--- src/rtl/if_fetch_unit.sv ---
// ============================================================================
// if_fetch_unit
// ----------------------------------------------------------------------------
// Instruction-fetch stage of a 5-stage MIPS pipeline. This block owns the PC
// register, drives the chip enable and address of a combinational instruction
// ROM, and registers the returned word and its PC into the IF/ID latch.
//
// Redirects:
//   flush        exception/eret redirect to new_pc; clears IF/ID (1 bubble)
//   branch_flag  taken branch/jump resolved in ID; the word fetched in the
//                same cycle is the delay slot and is latched normally, so the
//                branch costs no bubble
// Any loaded redirect target is word-aligned by forcing bits [1:0] to 00. A
// misaligned target raises align_err for exactly one cycle.
//
// Ports:
//   clk            in   1      system clock, rising edge
//   rst            in   1      asynchronous active-low reset
//   stall_if       in   1      hold PC, no new fetch this cycle
//   stall_id       in   1      hold IF/ID latch contents
//   flush          in   1      exception/eret flush, redirect to new_pc
//   new_pc         in   32     flush target
//   branch_flag    in   1      ID resolved a taken branch/jump this cycle
//   branch_target  in   32     branch/jump target
//   inst_i         in   32     ROM data for pc_o, same cycle
//   ce_o           out  1      ROM chip enable
//   pc_o           out  32     ROM fetch address (byte address)
//   id_pc          out  32     PC of the instruction held in IF/ID
//   id_inst        out  32     instruction held in IF/ID (0 = NOP)
//   id_valid       out  1      IF/ID holds a real fetched instruction
//   align_err      out  1      one-cycle pulse on a misaligned redirect
//   fetch_cnt      out  CNT_W  saturating count of instructions given to ID
// ============================================================================
module if_fetch_unit #(
    parameter logic [31:0] RESET_PC = 32'h0000_0000,
    parameter int          CNT_W    = 32
) (
    input  logic             clk,
    input  logic             rst,
    input  logic             stall_if,
    input  logic             stall_id,
    input  logic             flush,
    input  logic [31:0]      new_pc,
    input  logic             branch_flag,
    input  logic [31:0]      branch_target,
    input  logic [31:0]      inst_i,
    output logic             ce_o,
    output logic [31:0]      pc_o,
    output logic [31:0]      id_pc,
    output logic [31:0]      id_inst,
    output logic             id_valid,
    output logic             align_err,
    output logic [CNT_W-1:0] fetch_cnt
);

    typedef enum logic {
        S_BOOT = 1'b0,
        S_RUN  = 1'b1
    } state_t;

    localparam logic [CNT_W-1:0] CNT_ONE = {{(CNT_W-1){1'b0}}, 1'b1};
    localparam logic [CNT_W-1:0] CNT_MAX = {CNT_W{1'b1}};

    state_t           state_q, state_d;
    logic [31:0]      pc_q, pc_d;
    logic [31:0]      id_pc_q, id_pc_d;
    logic [31:0]      id_inst_q, id_inst_d;
    logic             id_valid_q, id_valid_d;
    logic             align_q, align_d;
    logic [CNT_W-1:0] cnt_q, cnt_d;

    logic             redirect;
    logic [31:0]      redirect_tgt;
    logic             deliver;

    // ------------------------------------------------------------------
    // FSM: state register
    // ------------------------------------------------------------------
    always_ff @(posedge clk or negedge rst) begin
        if (!rst) begin
            state_q <= S_BOOT;
        end else begin
            state_q <= state_d;
        end
    end

    // ------------------------------------------------------------------
    // FSM: next state. BOOT lasts exactly one edge; RUN is left only by rst.
    // ------------------------------------------------------------------
    always_comb begin
        state_d = state_q;
        case (state_q)
            S_BOOT:  state_d = S_RUN;
            S_RUN:   state_d = S_RUN;
            default: state_d = S_BOOT;
        endcase
    end

    // ------------------------------------------------------------------
    // FSM: outputs. The chip enable is a pure decode of the state register,
    // so there is no combinational path from any input to ce_o.
    // ------------------------------------------------------------------
    always_comb begin
        ce_o = (state_q == S_RUN);
    end

    // ------------------------------------------------------------------
    // Next PC. In BOOT only a flush may move the PC; stalls and branches
    // are ignored because nothing has been fetched yet.
    // ------------------------------------------------------------------
    always_comb begin
        pc_d         = pc_q;
        redirect     = 1'b0;
        redirect_tgt = new_pc;
        if (state_q == S_BOOT) begin
            if (flush) begin
                redirect     = 1'b1;
                redirect_tgt = new_pc;
            end
        end else if (flush) begin
            redirect     = 1'b1;
            redirect_tgt = new_pc;
        end else if (stall_if) begin
            pc_d = pc_q;
        end else if (branch_flag) begin
            redirect     = 1'b1;
            redirect_tgt = branch_target;
        end else begin
            // Natural 32-bit wrap: 32'hFFFF_FFFC + 4 = 0.
            pc_d = pc_q + 32'd4;
        end

        if (redirect) begin
            pc_d = {redirect_tgt[31:2], 2'b00};
        end
        align_d = redirect && (redirect_tgt[1:0] != 2'b00);
    end

    // ------------------------------------------------------------------
    // IF/ID latch. A stall_if without stall_id inserts a bubble but keeps
    // id_pc, so exception logic downstream still sees a sensible PC.
    // ------------------------------------------------------------------
    always_comb begin
        id_pc_d    = id_pc_q;
        id_inst_d  = id_inst_q;
        id_valid_d = id_valid_q;
        deliver    = 1'b0;
        if (flush) begin
            id_pc_d    = 32'd0;
            id_inst_d  = 32'd0;
            id_valid_d = 1'b0;
        end else if (stall_id) begin
            id_pc_d    = id_pc_q;
            id_inst_d  = id_inst_q;
            id_valid_d = id_valid_q;
        end else if (stall_if) begin
            id_inst_d  = 32'd0;
            id_valid_d = 1'b0;
        end else begin
            id_pc_d    = pc_q;
            id_inst_d  = inst_i;
            id_valid_d = ce_o;
            deliver    = ce_o;
        end
    end

    // Delivered-instruction counter, sticks at all-ones.
    always_comb begin
        cnt_d = cnt_q;
        if (deliver && (cnt_q != CNT_MAX)) begin
            cnt_d = cnt_q + CNT_ONE;
        end
    end

    // ------------------------------------------------------------------
    // Datapath registers
    // ------------------------------------------------------------------
    always_ff @(posedge clk or negedge rst) begin
        if (!rst) begin
            pc_q       <= RESET_PC;
            id_pc_q    <= 32'd0;
            id_inst_q  <= 32'd0;
            id_valid_q <= 1'b0;
            align_q    <= 1'b0;
            cnt_q      <= '0;
        end else begin
            pc_q       <= pc_d;
            id_pc_q    <= id_pc_d;
            id_inst_q  <= id_inst_d;
            id_valid_q <= id_valid_d;
            align_q    <= align_d;
            cnt_q      <= cnt_d;
        end
    end

    assign pc_o      = pc_q;
    assign id_pc     = id_pc_q;
    assign id_inst   = id_inst_q;
    assign id_valid  = id_valid_q;
    assign align_err = align_q;
    assign fetch_cnt = cnt_q;

endmodule

--- config.mk ---
export PLATFORM = sky130hd
export DESIGN_NAME = if_fetch_unit
export DESIGN_NICKNAME = d
export VERILOG_FILES = /design/src/rtl/if_fetch_unit.sv
export SDC_FILE = /design/constraint.sdc
export NUM_CORES = 1
export LEC_CHECK = 0
export BUFFER_PORTS_ARGS = -buffer_cell sky130_fd_sc_hd__buf_4
export CAP_MARGIN = 20
export CELL_PAD_IN_SITES_DETAIL_PLACEMENT = 0
export CELL_PAD_IN_SITES_GLOBAL_PLACEMENT = 1
export CORE_ASPECT_RATIO = 2
export CORE_MARGIN = 3
export CORE_UTILIZATION = 35
export CTS_CLUSTER_DIAMETER = 150
export DETAILED_ROUTE_END_ITERATION = 7
export PLACE_DENSITY_LB_ADDON = 0.1
export REMOVE_ABC_BUFFERS = 1
export SLEW_MARGIN = 10
export SYNTH_ARGS = -nofsm -noshare
export SYNTH_HDL_FRONTEND = slang
export SYNTH_SLANG_ARGS = --single-unit
--- constraint.sdc ---
create_clock -name clk -period 5.4 [get_ports clk]
set_input_delay 1.62 -clock clk [delete_from_list [all_inputs] [get_ports clk]]
set_output_delay 1.62 -clock clk [all_outputs]
set_load 0.1 [all_outputs]
Yosys cells after proc, flatten, opt, wreduce, memory -nomap -nowiden
Index checks and enable logic that the tools add are counted.
Word-level totals
  flip-flop bits (word level): 131
  input port bits: 102
  output and inout port bits: 131
Operators by class
  add/subtract/negate cells: 2
  equality and inequality tests: 6
  muxes and demuxes: 25
  reduce and logical (&&, ||, !) cells: 6
Operators with widths (number)
  $mux 32: 15
  $add 32x1->32 const B: 1
  $add 32x3->32 const B: 1
  $ne 32x32->1 const B: 1
  $mux 1: 10
  $ne 2x1->1 const B: 5
  $reduce_and 4->1: 1
  $reduce_bool 2->1: 2
  $logic_and 1x1->1: 2
  $reduce_and 2->1: 1

Longest topological paths before layout
Gate-level depths: netlist of run 1.
  depth in word-level cells: 6
  depth in mapped cells: 7

Least setup slack after synthesis of run 1
Ideal clock, no wire load.
  path kind: input-to-reg
  start: input port flush
  end: register cnt_q[28] (netlist: fetch_cnt[28])
  arrival time: 3216 ps
  path slack: 2056 ps
  cell stages on the path: 6
  cells stage by stage: buf_6 or4b_4 or2_4 nor4_2 nand4_1 mux2_1
Between the ends
  word-level cells in the longest chain between the ends: 2
Ends and longest elaborated chain
  start, declared: line 42  | input logic flush,
  $mux 1: line 148  | if (flush) begin
  $logic_and 1x1->1: line 170  | if (deliver && (cnt_q != CNT_MAX)) begin
  end signal, assigned: line 192  | cnt_q <= cnt_d;
  end, declared: line 70  | logic [CNT_W-1:0] cnt_q, cnt_d;
No other way between the ends.
A chain may end at the register's enable or synchronous reset.

Worst setup path in the final report of run 1
  start: input port stall_if
  end: register pc_q[14] (netlist: pc_o[14])
Between the ends
  word-level cells in the longest chain between the ends: 5
  elaborated cells on any way between the ends: 12
Ends and longest elaborated chain
  start, declared: line 40  | input logic stall_if,
  $mux 1: line 123  | end else if (stall_if) begin
  $mux 1: line 120  | end else if (flush) begin
  $mux 1: line 115  | if (state_q == S_BOOT) begin
  $ne 2x1->1 (no source line) / $reduce_bool 2->1 (equally long branches)
  $reduce_and 4->1 (no source line)
  end signal, assigned: line 187  | pc_q <= pc_d;
  end, declared: line 65  | logic [31:0] pc_q, pc_d;
Parallel ways exist; a longest one is shown, timed or not.

==> results of run 1 <==
## kinds of logic (layout without fill, tap and decap cells)
kind of cell    count (synthesis)  after routing  share of synthesized area [%]
flops                         128            128                           51.5
buf+inv                        62            288                           4.08
simple gates                  257            257                           20.3
compound gates                179            179                           19.2
other cells                     2              3                          0.121
xor+xnor                       26             26                           3.66
mux                             4              4                          0.684
fa+ha+maj                       2              2                          0.402
## per-stage QoR
stage	hold slack, ps	worst slack (ps)
after floorplan	974	1900
after global placement	482	1610
after detailed placement	486	1580
after CTS	498	2020
after global routing	514	1830
final	490	2040
## layout make-up
type	count	area share, %
multi-input combinational	471	31.8
timing repair buffer	240	20.9
tap	210	3.01
inverter	16	0.689
clock buffer	21	5.28
clock inverter	11	1.58
sequential	128	36.7
## final timing paths
kind	startpoint	to	slack, ps	depth (start not counted)
hold reg to reg	fetch_cnt[19]$_DFFE_PN0P_	fetch_cnt[19]$_DFFE_PN0P_	490	1
max in group asynchronous	rst	id_inst[22]$_DFFE_PN0P_	3030	2
min in group asynchronous	rst	fetch_cnt[20]$_DFFE_PN0P_	1310	1
hold / removal	fetch_cnt[19]$_DFFE_PN0P_	fetch_cnt[19]$_DFFE_PN0P_	490	1
setup / recovery	stall_if	pc_o[14]$_DFFE_PN0P_	2040	7
setup reg to reg	fetch_cnt[0]$_DFFE_PN0P_	fetch_cnt[1]$_DFFE_PN0P_	3000	5
## Yosys cell counts (13+ instances only)
cell	count	area, um2
a21oi_1	57	285
a22o_1	33	289
clkbuf_1	38	143
dfrtp_1	128	3200
inv_1	16	60.1
nand2_1	109	409
nand3_1	37	185
nand4_1	19	119
nor2_1	29	109
nor3_1	19	95.1
o21ai_0	35	175
xnor2_1	13	114
xor2_1	13	114
## registers in the layout, summed over array words and instances, names as in the netlist
register,flops
align_err,1
id_inst,32
fetch_cnt,32
pc_o,30
ce_o,1
id_valid,1
id_pc,31
## worst reg2reg max path, delay by kind of cell, from the launching register on
kind	cells	cell delay (ps)
flip-flops	1	420
multiplexers	1	340
AND/OR/NAND/NOR	2	960
AO/OA/AOI/OAI	1	350
adder cells (fa/ha/maj)	1	220
## layer usage
layer,vias up,GRT usage [%],part of all wire [%]
met5,-,0,0
met4,0,7.55,1.9
met3,29,4.89,6.0
met2,229,40.1,56
met1,2948,23.2,36
li1,2820,-,-
## power by group through the flow
stage	Sequential, uW	Clock [uW]	Combinational, uW
3_3_place_gp	1140	0	905
5_1_grt	1130	1230	950
6_report	1120	1160	909
2_1_floorplan	1610	0	151
4_1_cts	1120	1200	916
3_5_place_dp	1140	0	915
==> out/metrics.yaml, run 1 <==
grt.total_usage_pct: 21.6
timing.slew.headroom_pct: 36.5
power_leakage_uw: 0.00416
core_um2: 17400
max_freq_mhz: 298
p_int_uw: 1990
cts_setup_buffers: 0
antenna_left: 0
routedWlPerCell_um: 19.2
finalCritPeriodShare_pct: 62.2
place_area_um2: 8120
place_congestion: 0.825
critPathBufInv: 2
cap_violations: 0
hold_violations: 0
die_h_um: 195
num-nets-final: 978
hold_buffers: 0
cts_sinks: 128
p_total_uw: 3200
power_frac_comb_pct: 28.4
synthArstFlopShare_pct: 100
final_common_cell: "buf_4"
cpMostUsedCell: "buf_4"
num_rows: 68
ys_types: 58
cts-root-buf: "clkbuf_16"
crit_path_start_kind: "primary input"
htreeDepth: 4
hp-class: "reg -> reg"
rsz0062_at_grt: "no"
worstMarginPinSlew_ps: 944
seq_area_um2: 3200
first_global_vias: 6259
clock_power_share_pct: 36.4
netlist_area_um2: 6220
synthCells: 660
clockBufferDepth: 2
dp.cells: 1065
grt_overflow: 0
criticalPathCategory: "in -> reg"
setup_viol: 0
path_max_fanout: 17
grt_pass1_wl_um: 33300
endpoint_kind: "register"
dr.pass1.iters: 6
vias_per_cell: 5.49
critPathMaxStageDelay_ps: 650
crit_slowest_cell: "o21ai_1"
die_x_um: 100
path_clk_slew_ps: 60
swShare_pct: 37.9
period_needed_ps: 3360
multi_input_area_um2: 2780
design.die.area_um2: 19500
wirelength_um: 21100
seq_area_frac_synth_pct: 51.5
synth.ff_latch_count: 128
path_cells: "buf_4, nand2b_1, o21ai_1, buf_4, nor2_1, a222oi_1, o21ai_0"
seqPwrFrac_pct: 35.1
synthToLayoutAreaGrowth_pct: 40.1
grt_max_degree: 94
synth.avg_cell_area_um2: 9.43
outcome: "finished, final reports clean"
grt_antenna_before_repair: 0
port_buffers: 230
synthFlopType: "dfrtp_1"
cp.arrival_ps: 3650
path_delay_family: "compound AO/OA/AOI/OAI gates"
fill_cells: 1669
dp_hpwl_um: 15200
p_per_area_nw_per_um2: 366
final_cell_mix: "buf_4 (237), dfrtp_1 (128), nand2_1 (109), a21oi_1 (57), nand3_1 (37)"
ctsResizeCount: 0
cp.required_ps: 5690
floorplan.initialDensity_pct: 35.9
cts_inserted_buffers: 17
insertion_delay_ps: 420
slew_violations: 0
ios: 233
drive_gt1_share_pct: 32.0
vias: 6026
drc_errors: 0
design_area_um2: 8720
fin_util_pct: 50.3
power_switching_uw: 1210
cts_tree: "built"
final_cells: 1097
synth_warnings: 0
finalSetupTns_ps: 0
finalClockSkew_ps: 9.95
vdd_drop_max_mv: 0.181
drt-initial-drc-count: 229
synth-edff-count: 0
antenna_cells: 0
Note: power is estimated with default switching activity, not from simulation.
==> run 2: changes to the inputs <==
Clock period 5.4 ns to 3.35 ns, I/O delays scaled along.
==> run 2 against run 1 <==
  * Register-to-register slack worse by 1900 ps
  * Clock-buffer cell count up 2
  * Wire length down 0.66%
  * Die area unchanged
  * Non-clock buffer count up 10
  * Critical path type unchanged
  * Critical endpoint is now fetch_cnt[28]$_DFFE_PN0P_
==> out/metrics.yaml, run 2 (synthesized netlist as in run 1, its figures left out) <==
finalClockSkew_ps: 9.28  # -0.669 ps
dp_hpwl_um: 15400  # +1.0%
floorplan.initialDensity_pct: 35.9  # unchanged
port_buffers: 230  # unchanged
drc_errors: 0  # unchanged
cp.required_ps: 3640  # -2050 ps
cp.arrival_ps: 2750  # -900 ps
crit_path_start_kind: "primary input"
die_h_um: 195  # unchanged
die_x_um: 100  # unchanged
grt_pass1_wl_um: 33100  # -0.45%
whs_ps: 493  # +3.14 ps
grt_overflow: 0  # unchanged
worstMarginPinSlew_ps: 775  # -169 ps
num-nets-final: 988  # +1.0%
dp.cells: 1075  # +0.94%
hold_depth: 1  # unchanged
final_cells: 1104  # +0.64%
r2r_cells: 5  # unchanged
vias: 6008  # -0.30%
antenna_cells: 0  # unchanged
grt_antenna_before_repair: 0  # unchanged
fill_cells: 1686  # +1.0%
reg2reg_to: "pc_o[22]$_DFFE_PN0P_"
path_cells: "buf_4, or4b_4, or2_4, nor4_2, nand4_1, mux2_1"
wirelength_um: 20900  # -0.66%
max_freq_mhz: 407
drive_gt1_share_pct: 32.6  # +0.53 points
timing.slew.headroom_pct: 48.3  # +12 points
num_rows: 68  # unchanged
final_cell_mix: "buf_4 (248), dfrtp_1 (128), nand2_1 (109), a21oi_1 (57), nand3_1 (37)"
cts_sinks: 128  # unchanged
crit_slowest_cell: "or4b_4"
period_needed_ps: 2460
antenna_left: 0  # unchanged
hp-class: "reg -> reg"
hold_buffers: 0  # unchanged
outcome: "finished, final reports clean"
endpoint_kind: "register"
finalCritPeriodShare_pct: 73.4
drt-initial-drc-count: 224  # -2.2%
htreeDepth: 4  # unchanged
cts_setup_buffers: 0  # unchanged
place_congestion: 0.817  # -0.99%
place_area_um2: 8200  # +0.89%
core_um2: 17400  # unchanged
cts_inserted_buffers: 17  # unchanged
finalSetupTns_ps: 0  # unchanged
r2r_slack_ps: 1080  # -1920 ps
design.die.area_um2: 19500  # unchanged
final_common_cell: "buf_4"
ios: 233  # unchanged
insertion_delay_ps: 420  # about the same
critPathMaxStageDelay_ps: 580  # -70 ps
rsz0062_at_grt: "no"
design_area_um2: 8770  # +0.52%
dr.pass1.iters: 5  # -1
fin_util_pct: 50.5  # +0.26 points
criticalPathCategory: "in -> reg"
power_leakage_uw: 0.00420  # +0.97%
cts-root-buf: "clkbuf_16"
startpoint: "flush"
routedWlPerCell_um: 18.9  # -1.3%
path_clk_slew_ps: 60  # about the same
endpoint: "fetch_cnt[28]$_DFFE_PN0P_"
slew_violations: 0  # unchanged
setup_viol: 0  # unchanged
vdd_drop_max_mv: 0.336  # +86%
synthToLayoutAreaGrowth_pct: 40.9
cts_tree: "built"
cap_violations: 0  # unchanged
vias_per_cell: 5.44  # -0.93%
hold_violations: 0  # unchanged
ctsResizeCount: 0  # unchanged
first_global_vias: 6213  # -0.73%
rr_startpoint: "pc_o[6]$_DFFE_PN0P_"
grt_max_degree: 79  # -16%
p_per_area_nw_per_um2: 581  # +59%
grt.total_usage_pct: 21.6  # about the same
path_max_fanout: 8  # -9
clockBufferDepth: 2  # unchanged
## run 2: report_power, final
part           leakage [uW]  switching, uW  internal, uW
clock              0.000281            654          1160
combinational       0.00224           1120           351
sequential          0.00168            154          1660
total               0.00420           1930          3160
## run 2: critical path: cells and delay by family
kind	cells	cell delay [ps]
muxes	1	320
and+or+nand+nor	4	1260
buffers and inverters	1	160
## run 2: how the worst min path moves through the flow
stage                                          from                        end  slack, ps
after floorplan                                 rst        align_err$_DFF_PN0_        710
after global placement     fetch_cnt[7]$_DFFE_PN0P_   fetch_cnt[7]$_DFFE_PN0P_        480
after detailed placement  fetch_cnt[19]$_DFFE_PN0P_  fetch_cnt[19]$_DFFE_PN0P_        490
after CTS                 fetch_cnt[19]$_DFFE_PN0P_  fetch_cnt[19]$_DFFE_PN0P_        500
after global routing      fetch_cnt[15]$_DFFE_PN0P_  fetch_cnt[15]$_DFFE_PN0P_        520
final                     fetch_cnt[19]$_DFFE_PN0P_  fetch_cnt[19]$_DFFE_PN0P_        490
## run 2: metal layers
metal	GRT usage (%)	share of wire, %	wire [um]	up-vias
li1	-	-	-	2832
met3	4.49	6.0	1260	22
met4	7.80	1.9	401	0
met5	0	0	0	-
met2	40.4	57	11800	212
met1	23.1	36	7430	2942
## run 2: through the flow
stage          power, uW  worst slack, ps
5_1_grt             5290              822
3_5_place_dp        3320              479
3_3_place_gp        3310              510
2_1_floorplan       2830              413
4_1_cts             5150              918
6_report            5090              891
## run 2: area by class of cell
type	count	area [um2]	area share, %
repair buffers	250	1890	21.6
flip-flops and latches	128	3200	36.5
well taps	210	263	3.00
clock inverters	6	82.6	0.942
inverters	16	60.1	0.685
clock buffers	23	488	5.57
multi-input cells	471	2780	31.7
